==> config.mk <==
export PLATFORM = sky130hd
export DESIGN_NAME = uabc_accum_alu
export DESIGN_NICKNAME = d
export VERILOG_FILES = /design/src/rtl/uabc_accum_alu.sv
export SDC_FILE = /design/constraint.sdc
export NUM_CORES = 1
export LEC_CHECK = 0
export CAP_MARGIN = 20
export CORE_MARGIN = 8
export CORE_UTILIZATION = 56
export CTS_BUF_LIST = sky130_fd_sc_hd__clkbuf_2
export DETAILED_ROUTE_END_ITERATION = 8
export DONT_BUFFER_PORTS = 1
export PLACE_DENSITY = 0.78
export REMOVE_ABC_BUFFERS = 1
export SYNTH_ARGS = -nofsm -noshare
export SYNTH_HDL_FRONTEND = slang
export SYNTH_SLANG_ARGS = --single-unit
export TNS_END_PERCENT = 1
==> constraint.sdc <==
create_clock -name clk -period 4.7 [get_ports clk]
set_input_delay 0.705 -clock clk [delete_from_list [all_inputs] [get_ports clk]]
set_output_delay 0.705 -clock clk [all_outputs]
set_load 0.05 [all_outputs]
==> src/rtl/uabc_accum_alu.sv <==
// Purpose : registered add/sub/accumulate ALU with optional saturation and a sticky overflow flag.
// Latency : 1 cycle from accept to out_valid; 1 op/cycle while out_ready is high.
// Backpr. : one-deep output register; in_ready = !out_valid || out_ready, result held while stalled.
//
// Ports:
//   clk, rst            clock and synchronous active-high reset
//   in_valid/in_ready   operand handshake carrying a, b, mode, clear
//   a, b                unsigned operands (WIDTH bits)
//   mode                00 ADD, 01 SUB, 10 ACC, 11 DACC
//   clear               zeroes acc, ovf and op_count ahead of the accepted op
//   out_valid/out_ready result handshake
//   result              registered result (ACC_WIDTH bits)
//   ovf                 sticky overflow/underflow flag
//   op_count            accepted-operation counter, wraps
module uabc_accum_alu #(
  parameter int WIDTH     = 8,
  parameter int ACC_WIDTH = 10,
  parameter int SATURATE  = 1,
  parameter int CNT_WIDTH = 16
) (
  input  logic                 clk,
  input  logic                 rst,
  input  logic                 in_valid,
  output logic                 in_ready,
  input  logic [WIDTH-1:0]     a,
  input  logic [WIDTH-1:0]     b,
  input  logic [1:0]           mode,
  input  logic                 clear,
  output logic                 out_valid,
  input  logic                 out_ready,
  output logic [ACC_WIDTH-1:0] result,
  output logic                 ovf,
  output logic [CNT_WIDTH-1:0] op_count
);

  // One guard bit above the accumulator width. With ACC_WIDTH >= WIDTH+1 the
  // largest ACC sum (acc + a + b) and the most negative difference both fit,
  // so the guard bit alone tells whether the result left [0, 2^ACC_WIDTH-1].
  localparam int EXT_W = ACC_WIDTH + 1;

  typedef enum logic [1:0] {
    MODE_ADD  = 2'b00,
    MODE_SUB  = 2'b01,
    MODE_ACC  = 2'b10,
    MODE_DACC = 2'b11
  } mode_e;

  generate
    if (ACC_WIDTH < WIDTH + 1) begin : g_width_check
      $error("uabc_accum_alu: ACC_WIDTH must be at least WIDTH+1");
    end
  endgenerate

  logic [ACC_WIDTH-1:0] acc;
  logic [ACC_WIDTH-1:0] acc_eff;
  logic [EXT_W-1:0]     a_x;
  logic [EXT_W-1:0]     b_x;
  logic [EXT_W-1:0]     acc_x;
  logic [EXT_W-1:0]     raw;
  logic                 range_err;
  logic [ACC_WIDTH-1:0] sat_val;
  logic [ACC_WIDTH-1:0] op_res;
  logic [ACC_WIDTH-1:0] acc_next;
  logic                 ovf_base;
  logic [CNT_WIDTH-1:0] cnt_base;
  logic                 accept;
  logic                 fire;

  assign in_ready = !out_valid || out_ready;
  assign accept   = in_valid && in_ready;
  assign fire     = out_valid && out_ready;

  // clear takes effect before the op that carries it
  assign acc_eff  = clear ? '0 : acc;
  assign ovf_base = clear ? 1'b0 : ovf;
  assign cnt_base = clear ? '0 : op_count;

  assign a_x   = EXT_W'(a);
  assign b_x   = EXT_W'(b);
  assign acc_x = EXT_W'(acc_eff);

  always_comb begin
    raw = '0;
    case (mode_e'(mode))
      MODE_ADD:  raw = a_x + b_x;
      MODE_SUB:  raw = a_x - b_x;
      MODE_ACC:  raw = acc_x + a_x + b_x;
      MODE_DACC: raw = acc_x - a_x;
      default:   raw = '0;
    endcase
  end

  // Guard bit set means carry-out for the adding modes, borrow for the
  // subtracting ones (mode[0] = 1). ADD can never set it.
  assign range_err = raw[EXT_W-1];
  assign sat_val   = mode[0] ? '0 : '1;
  assign op_res    = (range_err && (SATURATE != 0)) ? sat_val : raw[ACC_WIDTH-1:0];

  // Only ACC/DACC write the accumulator; a clear on ADD/SUB still zeroes it.
  assign acc_next  = mode[1] ? op_res : acc_eff;

  always_ff @(posedge clk) begin
    if (rst) begin
      out_valid <= 1'b0;
      result    <= '0;
      acc       <= '0;
      ovf       <= 1'b0;
      op_count  <= '0;
    end else begin
      if (accept) begin
        out_valid <= 1'b1;
        result    <= op_res;
        acc       <= acc_next;
        ovf       <= ovf_base | range_err;
        op_count  <= cnt_base + CNT_WIDTH'(1);
      end else if (fire) begin
        out_valid <= 1'b0;
      end
    end
  end

endmodule

==> Yosys cells after proc, flatten, opt, wreduce, memory -nomap -nowiden <==
Index checks and enable logic that the tools add are counted.
{ "totals": {"regBits": 38, "latch_bits": 0, "ramBits": 0, "romBits": 0, "input_bits": 23, "output_inout_bits": 29, "elab_cells": 30, "n_memories": 0} }
{ "op_classes": {"add_sub_neg": 6, "multipliers": 0, "div": 0, "order_cmp": 0, "eq_ne": 3, "shifts": 0, "n_mux": 9, "bitwise": 1, "n_reduce_logical": 6} }
{ "op_table": {"columns": ["cell", "n"], "rows": [
  ["one-hot mux 11 bit (4 select lines)", 1],
  ["two-way mux 10 bit", 4],
  ["adder 16 x 1 -> 16 bit (second input constant)", 1],
  ["two-way mux 16 bit", 1],
  ["adder 10 x 8 -> 11 bit", 1],
  ["adder 11 x 8 -> 11 bit", 1],
  ["subtractor 10 x 8 -> 11 bit", 1],
  ["adder 8 x 8 -> 9 bit", 1],
  ["subtractor 8 x 8 -> 9 bit", 1],
  ["equality test 2 bit (second input constant)", 2],
  ["two-way mux 1 bit", 3],
  ["equality test 2 x 1 -> 1 bit (second input constant)", 1],
  ["logical AND 1 bit", 2],
  ["logical NOT 2 bit", 1],
  ["nonzero test 2 bit", 1],
  ["logical NOT 1 bit", 1],
  ["logical OR 1 bit", 1],
  ["OR 1 bit", 1]
]} }

==> Depth between registers and ports, before layout <==
Gate-level depths: netlist (run 1).
{ "logic_depth": {"ltp_word": 6, "mapped_depth": 16} }

==> Worst setup path before layout (run 1) <==
Ideal clock, no wire load.
{ "synth_path": {"path_kind": "input port to flip-flop", "start": "input clear", "end": "register acc[9]", "setup_ns": 0.134, "arrival_ns": 3.759, "t_required_ns": 4.566, "setup_slack_ns": 0.807, "cell_stages": 15, "cell_sequence": "buf_2 > clkbuf_1 > clkbuf_1 > nand2b_1 > ha_1 > inv_1 > fa_1 > a21oi_2 > maj3_2 > o21ai_2 > or4_4 > buf_6 > and2_4 > a221oi_2 > a211oi_1"} }
{ "synth_via": {"elab_chain_len": 6, "word_cells_on_any_way": 7, "cone_classes": "add/sub: 3; mux: 4"} }
{ "synth_rtl": {"columns": ["element", "line_no", "text"], "rows": [
  ["start, declared", "28", "input logic clear,"],
  ["two-way mux 10 bit (*)", "74", "assign acc_eff = clear ? '0 : acc;"],
  ["adder 10 x 8 -> 11 bit", "87", "MODE_ACC: raw = acc_x + a_x + b_x;"],
  ["adder 11 x 8 -> 11 bit", "87", null],
  ["one-hot mux 11 bit (4 select lines)", "84", "case (mode_e'(mode))"],
  ["two-way mux 10 bit", "97", "assign op_res = (range_err && (SATURATE != 0)) ? sat_val : raw[ACC_WIDTH-1:0];"],
  ["two-way mux 10 bit (*)", "100", "assign acc_next = mode[1] ? op_res : acc_eff;"],
  ["end signal, assigned", "113", "acc <= acc_next;"],
  ["end, declared", "54", "logic [ACC_WIDTH-1:0] acc;"]
]} }
Mark *: on every way between the ends. The rest lies on a longest branch, timed or not.
A chain may end at the register's enable or synchronous reset.

==> Worst setup path in the final report (run 1) <==
{ "layout_path": {"start": "register acc[5]", "end": "register acc[9]"} }
{ "layout_via": {"elab_chain_len": 6, "word_cells_on_any_way": 7, "cone_classes": "add/sub: 3; mux: 4"} }
{ "layout_rtl": {"columns": ["element", "line_no"], "rows": [
  ["two-way mux 10 bit (*)", "74"],
  ["adder 10 x 8 -> 11 bit", "87"],
  ["adder 11 x 8 -> 11 bit", "87"],
  ["one-hot mux 11 bit (4 select lines) (*)", "84"],
  ["two-way mux 10 bit (*)", "97"],
  ["two-way mux 10 bit (*)", "100"]
]} }
Marks and branches as above.

==> impl_metrics.toml, run 1 <==
[clock_tree]
cts-buffers-inserted = 5
cts-root-buf = "clkbuf_2"
cts_tree = "yes"
cts_hold_buffers = 0
cts_resized = 0
insertion_delay_ns = 0.38
cts.sinks = 38
ctsLongestPathBuffers = 2
htree_num_levels = 2
path_clk_slew_ns = 0.19
cts_setup_buffers = 0

[synthesis]
ys_ff_latch = 38
synthCells = 478
synth_top_area_share_pct = 20.8
synth_edf_count = 0
synthArstFlopShare_pct = 0
avgSynthCellArea_um2 = 7.66
netlist_area_um2 = 3660
yosys_warnings = 0
synth_top_area_cell = "dfxtp_1"
synth_flop_cell = "dfxtp_1"
synth.area.top_cells = "dfxtp_1 21%, ha_1 11%, xnor2_1 5.5%"
yosysUniqueCellTypes = 63
yosysSeqAreaShare_pct = 20.8

[sta]
period_needed_ns = 3.23
slew_viol_final = 0
relSlewSlack_pct = 37.4
setup_viol = 0
grt_setup_unrepaired = "false"
tightest_slew_ns = 0.936
finalHoldViolCount = 0
setup_ws_ns = 1.47
fin_setup_tns_ns = 0
fin_crit_sh_pct = 68.7
fin_hold_ws_ns = 0.358
clock.fmax_ghz = 0.310
finClkSkew_ns = 0.0181

[power]
max-vdd-ir-drop_uv = 153
p_sw_mw = 0.316
p_seq_share_pct = 46.6
power_density_nw_per_um2 = 220
leakagePower_nw = 1.55
power.share.clock_pct = 17.1
pwr-share-comb_pct = 36.2
p_total_mw = 0.817
p_int_mw = 0.501
sw_frac_of_total_pct = 38.7

[route]
met2WireLength_mm = 4.11
first_pass_iters = 5
initialDrtViolationCount = 188
wl_met3_um = 954
route.top_layer_used = "met4"
vias_per_cell = 6.18
wl_per_cell_um = 16.9
drc_errors = 0
met1Wirelength_mm = 3.97
num_vias = 3348
ant_nets = 0
totalWireLength_mm = 9.14

[setup_path]
cp.required_ns = 4.96
crit_type = "reg2reg"
crit_path_max_fanout = 5
regToRegSetupSlack_ns = 1.47
cp.arrival_ns = 3.49
r2r-start = "acc[5]$_SDFFE_PP0P_"
crit_start = "acc[5]$_SDFFE_PP0P_"
cp-endpoint = "acc[9]$_SDFFE_PP0P_"
ff2ff_path_depth = 12
critPathLaunchType = "flip-flop"
end_kind = "flip-flop"
reg2reg_to = "acc[9]$_SDFFE_PP0P_"

[placed_design]
dp_hpwl_mm = 7.15
dpl_worst_slack_ns = 1.28
portBuffers = 0
routabilityCongestion = 0.855
dpl-instance-area_um2 = 3670
dp_cells = 534

[cells_and_area]
drive_gt1_share_pct = 4.95
utilization_pct = 58.4
diodes = 0
design_area_um2 = 3710
synthToLayoutAreaGrowth_pct = 1.30
nets = 528
fillers = 598
final_cells = 542

[grt]
overflow = 0
antenna_found_initial = 0
grt_max_degree = 43
grt_pass1_wl_mm = 15.5
track_usage_pct = 19.1
grt_pass1_vias = 3131

[status]
status = "finished clean"

[worst_hold_path]
hp-class = "in2reg"

[floorplan]
start_util_pct = 57.7
io_pins = 52
die_width_um = 96.9
die-area_um2 = 9380
core-area_um2 = 6350
die_y_um = 96.9
num_rows = 29

[job]
drv_cap = 0
==> state kept, by name (all words and copies together), names as in the netlist <==
signal     count
ovf            1
op_count      16
result        10
acc           10
out_valid      1
==> cells by family (layout without fill, tap and decap cells) <==
| kind of cell | Yosys count | in the layout | synth area share, % |
|---|---|---|---|
| and+or+nand+nor | 168 | 168 | 22.1 |
| AOI/OAI and AO/OA | 133 | 133 | 25.0 |
| buffers and inverters | 60 | 47 | 6.49 |
| adders and majority gates | 42 | 42 | 16.2 |
| DFF | 38 | 38 | 20.8 |
| xor gates and xnor gates | 32 | 32 | 7.65 |
| muxes | 5 | 5 | 1.78 |
==> final cells by class <==
class / instances / area [µm²] / share of cell area, %
Inverter: 38 / 143 / 3.84
Clock buffer: 6 / 30.0 / 0.809
Timing Repair Buffer: 1 / 7.51 / 0.202
Tap cell: 77 / 96.3 / 2.60
Clock inverter: 2 / 8.76 / 0.236
Sequential cell: 38 / 761 / 20.5
Multi-Input combinational cell: 380 / 2660 / 71.8
==> layout by cell type, fill, tap and decap left out, types with 5 or more instances in the layout <==
master    instances
xor2_1            9
clkbuf_2          6
nand3b_1          5
xnor2_1          23
a31oi_1           6
ha_1             32
nand3_1          11
nor3_1           12
nor2b_1          16
nand2b_1         11
a21oi_1          25
o211ai_1          9
a21o_1            8
o21bai_1          7
o21a_1            5
a211oi_1         12
nand2_1          43
dfxtp_1          38
o21ai_0          21
fa_1              9
nor4_1            5
inv_1            38
nor2_1           52
==> Yosys cell counts, drive strengths merged (4+ instances only) <==
cell	count
nor2	52
nand2	43
dfxtp	38
inv	38
ha	32
a21oi	26
o21ai	24
xnor2	23
nor2b	16
clkbuf	13
a211oi	12
nor3	12
nand2b	11
nand3	11
buf	9
fa	9
o211ai	9
xor2	9
a21o	8
o21bai	7
a31oi	6
a221oi	5
nand3b	5
nor4	5
o21a	5
a22oi	4
a2bb2oi	4
a31o	4
==> power by group through the flow <==
stage	sequential [mW]	clock [mW]	combinational (mW)
after floorplan	0.384	0	0.232
after global placement	0.388	0	0.282
after detailed placement	0.388	0	0.291
after CTS	0.381	0.146	0.292
after global routing	0.383	0.159	0.328
final	0.381	0.140	0.296
==> worst min-delay path by stage <==
stage                              from                       end  slack [ns]  cells after the start
global placement    acc[2]$_SDFFE_PP0P_       acc[2]$_SDFFE_PP0P_        0.47                      2
floorplan           acc[1]$_SDFFE_PP0P_       acc[1]$_SDFFE_PP0P_        0.45                      2
detailed placement  acc[1]$_SDFFE_PP0P_       acc[1]$_SDFFE_PP0P_        0.48                      2
global route                        rst  op_count[0]$_SDFFE_PP0P_        0.32                      1
finish                              rst    result[0]$_SDFFE_PP0P_        0.36                      1
CTS                                 rst    result[0]$_SDFFE_PP0P_        0.33                      1
==> routing by layer <==
metal  track usage (%)  up-vias
met3              5.97        9
met4              4.73        0
li1                  -     1662
met1              23.8     1539
met5                 0        -
met2              30.9      138
==> worst max-delay path, cell delays in order (launching register included) <==
cell and delay [ns]:
dfxtp_1 0.41, nor2b_1 0.22, inv_1 0.10, fa_1 0.48, inv_1 0.04, ha_1 0.35, a21oi_1 0.20, nor2b_1 0.08
or4_1 0.38, o21ai_0 0.26, xor2_1 0.13, a221oi_2 0.33, a211oi_1 0.12
(Power assumes the default switching activity.)
==> run 2, diff against run 1 <==
clock period = 3 ns   (was 4.7 ns; I/O delays follow)
==> impl_metrics.toml, run 2 (synthesis results as in run 1) <==
[status]
status = "finished clean"

[grt]
grt_pass1_wl_mm = 15.8
grt_max_degree = 43
track_usage_pct = 19.5
overflow = 0
antenna_found_initial = 0
grt_pass1_vias = 3263

[route]
met2WireLength_mm = 4.43
initialDrtViolationCount = 265
first_pass_iters = 5
met1Wirelength_mm = 4.04
wl_per_cell_um = 16.7
num_vias = 3526
ant_nets = 0
route.top_layer_used = "met4"
wl_met3_um = 839
totalWireLength_mm = 9.51
drc_errors = 0
vias_per_cell = 6.21

[floorplan]
die_y_um = 96.9
die_width_um = 96.9
io_pins = 52
start_util_pct = 57.7
core-area_um2 = 6350
die-area_um2 = 9380
num_rows = 29

[sta]
tightest_slew_ns = 0.673
relSlewSlack_pct = 54.9
clock.fmax_ghz = 0.338
finalHoldViolCount = 0
setup_viol = 0
grt_setup_unrepaired = "true"
slew_viol_final = 0
finClkSkew_ns = 0.00359
period_needed_ns = 2.96
fin_crit_sh_pct = 98.6

[clock_tree]
insertion_delay_ns = 0.37
ctsLongestPathBuffers = 2
cts_tree = "yes"
cts-buffers-inserted = 5
cts-root-buf = "clkbuf_2"
path_clk_slew_ns = 0.18
htree_num_levels = 2
cts.sinks = 38

[setup_path]
crit_type = "reg2reg"
end_kind = "flip-flop"
critPathLaunchType = "flip-flop"
cp.required_ns = 3.27
cp.arrival_ns = 3.23
crit_path_max_fanout = 3

[worst_hold_path]
hp-class = "in2reg"

[cells_and_area]
drive_gt1_share_pct = 11.6
largest_register_ff_count = 16
layout_commonest_cell = "nor2_1"
diodes = 0
synthToLayoutAreaGrowth_pct = 7.76
utilization_pct = 62.1
top_regs = "op_count: 16 flops, acc: 10 flops, result: 10 flops"
fillers = 570
regMostFlops = "op_count"
final_cell_mix = "52 x nor2_1, 43 x nand2_1, 38 x inv_1"
nets = 554

[power]
leakagePower_nw = 1.69
max-vdd-ir-drop_uv = 269
power_density_nw_per_um2 = 339
p_total_mw = 1.34

[placed_design]
routabilityCongestion = 0.950
portBuffers = 0
dp_hpwl_mm = 7.38

[job]
drv_cap = 0
-- run 2: cell count changes in the layout (fill, tap and decap cells not counted), moves of 2 or more --
cell	delta
a21oi_1	-2
a21oi_2	+2
a31oi_1	-2
a31oi_2	+2
buf_4	+26
o21ai_0	-2
-- run 2: worst max-delay path, cell delays in order (launching register included) --
cell,delay (ns)
dfxtp_1,0.36
nand2b_1,0.10
inv_1,0.06
fa_1,0.37
ha_1,0.23
fa_1,0.43
a21oi_2,0.21
nor2_1,0.09
nor3_1,0.22
xnor2_1,0.16
o211ai_1,0.13
a21o_1,0.20
a2111oi_1,0.31
-- run 2: worst paths after layout --
check | start | end | slack, ns | cells past startpoint
worst min register to register | acc[5]$_SDFFE_PP0P_ | acc[5]$_SDFFE_PP0P_ | 0.51 | 2
worst max register to register | acc[0]$_SDFFE_PP0P_ | result[7]$_SDFFE_PP0P_ | 0.04 | 12
worst min-delay path | rst | op_count[1]$_SDFFE_PP0P_ | 0.11 | 1
worst max-delay path | acc[0]$_SDFFE_PP0P_ | result[7]$_SDFFE_PP0P_ | 0.04 | 12
-- run 2: stage by stage --
step | setup TNS (ns) | std cells | instance area, µm² | hold WS, ns | setup WS (ns)
2_1_floorplan | 0 | 456 | 3570 | 0.451 | 0.165
3_5_place_dp | -0.304 | 560 | 3870 | 0.493 | -0.102
4_1_cts | 0 | 568 | 3910 | 0.0877 | 0.0113
5_1_grt | -0.204 | 568 | 3950 | 0.0719 | -0.0633
6_report | 0 | 568 | 3950 | 0.114 | 0.0417
3_3_place_gp | -0.0415 | 560 | 3870 | 0.474 | -0.0415
-- run 2: per-layer routing --
| layer | GRT usage [%] | vias up |
|---|---|---|
| met4 | 6.15 | 0 |
| met2 | 32.1 | 147 |
| li1 | - | 1715 |
| met3 | 4.48 | 21 |
| met5 | 0 | - |
| met1 | 24.5 | 1643 |
-- run 2: repair_timing --
action | CTS | global route
endpoints found under the setup margin | 1 | 14
pin swaps | 0 | 3
setup buffers | 0 | 0
gates resized for setup | 1 | 10
hold buffers | 0 | 0
-- run 2: area by class of cell --
cell class / instances / area [µm²] / share of cell area, %
Multi-Input combinational cell: 380 / 2700 / 68.5
Sequential cell: 38 / 762 / 19.3
Timing Repair Buffer: 27 / 203 / 5.14
Inverter: 38 / 143 / 3.61
Tap cell: 77 / 96.3 / 2.44
Clock buffer: 6 / 30.0 / 0.761
Clock inverter: 2 / 8.76 / 0.222
-- run 2: report_power, final --
group          internal [mW]  total, mW  switching [mW]
sequential             0.527      0.586          0.0594
combinational          0.242      0.530           0.288
clock                 0.0575      0.221           0.163
==> run 3, diff against run 2 <==
CORE_UTILIZATION = 45   (was 56)
CTS_CLUSTER_DIAMETER = 200   (was not set)
PLACE_DENSITY = 0.67   (was 0.78)
==> impl_metrics.toml, run 3 (synthesis results as in run 1) <==
[status]
status = "finished clean"

[floorplan]
die-area_um2 = 11300
die_y_um = 106
start_util_pct = 45.5
num_rows = 33
io_pins = 52
die_width_um = 106
core-area_um2 = 8050

[cells_and_area]
regMostFlops = "op_count"
final_cells = 595
final_cell_mix = "52 x nor2_1, 43 x nand2_1, 38 x inv_1"
largest_register_ff_count = 16
nets = 553
fillers = 807
diodes = 0
synthToLayoutAreaGrowth_pct = 10.0
register_area_um2 = 762
top_regs = "op_count: 16 flops, acc: 10 flops, result: 10 flops"
utilization_pct = 50.1
layout_commonest_cell = "nor2_1"
drive_gt1_share_pct = 12.7
multi_input_area_um2 = 2730

[power]
max-vdd-ir-drop_uv = 175
p_seq_share_pct = 41.3
p_int_mw = 0.905
power_density_nw_per_um2 = 353
p_sw_mw = 0.516
sw_frac_of_total_pct = 36.3
power.share.clock_pct = 21.8
pwr-share-comb_pct = 37.0
leakagePower_nw = 1.70
p_total_mw = 1.42

[placed_design]
portBuffers = 0
dp_cells = 587
routabilityCongestion = 0.945
dpl_worst_slack_ns = -0.0504
dp_hpwl_mm = 7.56

[clock_tree]
cts-buffers-inserted = 5
path_clk_slew_ns = 0.19
cts-root-buf = "clkbuf_2"
cts.sinks = 38
htree_num_levels = 2
cts_tree = "yes"
cts_hold_buffers = 0
insertion_delay_ns = 0.39
cts_setup_buffers = 0
ctsLongestPathBuffers = 2

[setup_path]
crit_family = "simple AND/OR/NAND/NOR gates"
cp.required_ns = 3.29
ff2ff_path_depth = 11
crit_chain = "nand2b_1 > ha_1 > inv_1 > fa_1 > a21oi_2 > maj3_2 > o21ai_2 > or4_4 > and2_4 > a221oi_2 > a211oi_1"
regToRegSetupSlack_ns = 0.12
slowest_delay_ns = 0.59
cp.arrival_ns = 3.17
crit_type = "reg2reg"
r2r-start = "acc[0]$_SDFFE_PP0P_"
end_kind = "flip-flop"
reg2reg_to = "acc[9]$_SDFFE_PP0P_"
critPathLaunchType = "flip-flop"
crit_path_max_fanout = 7
critPathBufInv = 1
worst_path_max_delay_cell = "or4_4"

[sta]
period_needed_ns = 2.88
slew_viol_final = 0
finClkSkew_ns = 0.00911
grt_setup_unrepaired = "true"
fin_setup_tns_ns = 0
fin_crit_sh_pct = 96.1
finalHoldViolCount = 0
setup_viol = 0
clock.fmax_ghz = 0.347
relSlewSlack_pct = 53.2
tightest_slew_ns = 0.697
setup_ws_ns = 0.118

[route]
vias_per_cell = 5.72
totalWireLength_mm = 9.52
first_pass_iters = 5
drc_errors = 0
initialDrtViolationCount = 194
wl_per_cell_um = 16.0
ant_nets = 0
num_vias = 3406

[grt]
overflow = 0
antenna_found_initial = 0
grt_pass1_wl_mm = 16.0
grt_max_degree = 43
track_usage_pct = 17.0
grt_pass1_vias = 3288

[worst_hold_path]
whs_endpoint = "op_count[13]$_SDFFE_PP0P_"
hp-class = "in2reg"
worst_hold_startpoint = "rst"
worstHoldPathCells = 1

[job]
drv_cap = 0
run 3: cell types whose count changed in the layout (fill, tap and decap cells not counted), sizes merged:
cell and delta:
buf -1, bufinv +1, clkbuf -1
run 3: worst max path at each step:
stage | slack [ns] | start | end | cells past startpoint
after floorplan | 0.17 | clear | acc[9]$_SDFFE_PP0P_ | 11
after CTS | 0.03 | acc[5]$_SDFFE_PP0P_ | acc[9]$_SDFFE_PP0P_ | 12
final | 0.12 | acc[0]$_SDFFE_PP0P_ | acc[9]$_SDFFE_PP0P_ | 11
after global routing | -0.003 | acc[0]$_SDFFE_PP0P_ | acc[9]$_SDFFE_PP0P_ | 11
after global placement | -0.02 | clear | result[9]$_SDFFE_PP0P_ | 12
after detailed placement | -0.05 | clear | acc[9]$_SDFFE_PP0P_ | 12
run 3: layer usage:
metal | up-vias | GRT usage (%) | share of wire, %
met3 | 12 | 3.51 | 8.0
met4 | 0 | 4.22 | 1.1
li1 | 1715 | - | -
met2 | 100 | 27.8 | 45
met1 | 1579 | 22.4 | 46
met5 | - | 0 | 0
run 3: worst register-to-register path, delay by kind of cell (launching register included):
kind	cells	cell delay, ns
adder cells (fa/ha/maj)	3	0.83
flip-flops	1	0.36
buffers and inverters	1	0.06
AO/OA/AOI/OAI	4	0.66
AND/OR/NAND/NOR	3	0.88
run 3: cell type report:
class	instances	share of cell area, %
sequential	38	18.9
tap	105	3.26
timing repair buffer	26	4.84
multi-input combinational	380	67.8
inverter	38	3.54
clock buffer	5	0.621
clock inverter	3	0.993
run 3: per-stage QoR:
step                cell area, µm²  hold slack (ns)
global route                  4030           0.0502
floorplan                     3570            0.451
finish                        4030            0.105
detailed placement            3890            0.485
CTS                           3960           0.0745
global placement              3890            0.464
run 3: what timing repair did:
action	CTS	global route
setup endpoints to repair	1	21
resized for setup	1	17
pin swaps	1	1
cloned	0	0
run 3: power groups by stage:
stage	logic, mW	registers, mW	clock network (mW)
floorplan	0.363	0.601	0
global placement	0.499	0.597	0
detailed placement	0.509	0.597	0
CTS	0.512	0.587	0.319
global route	0.584	0.590	0.345
finish	0.526	0.587	0.309
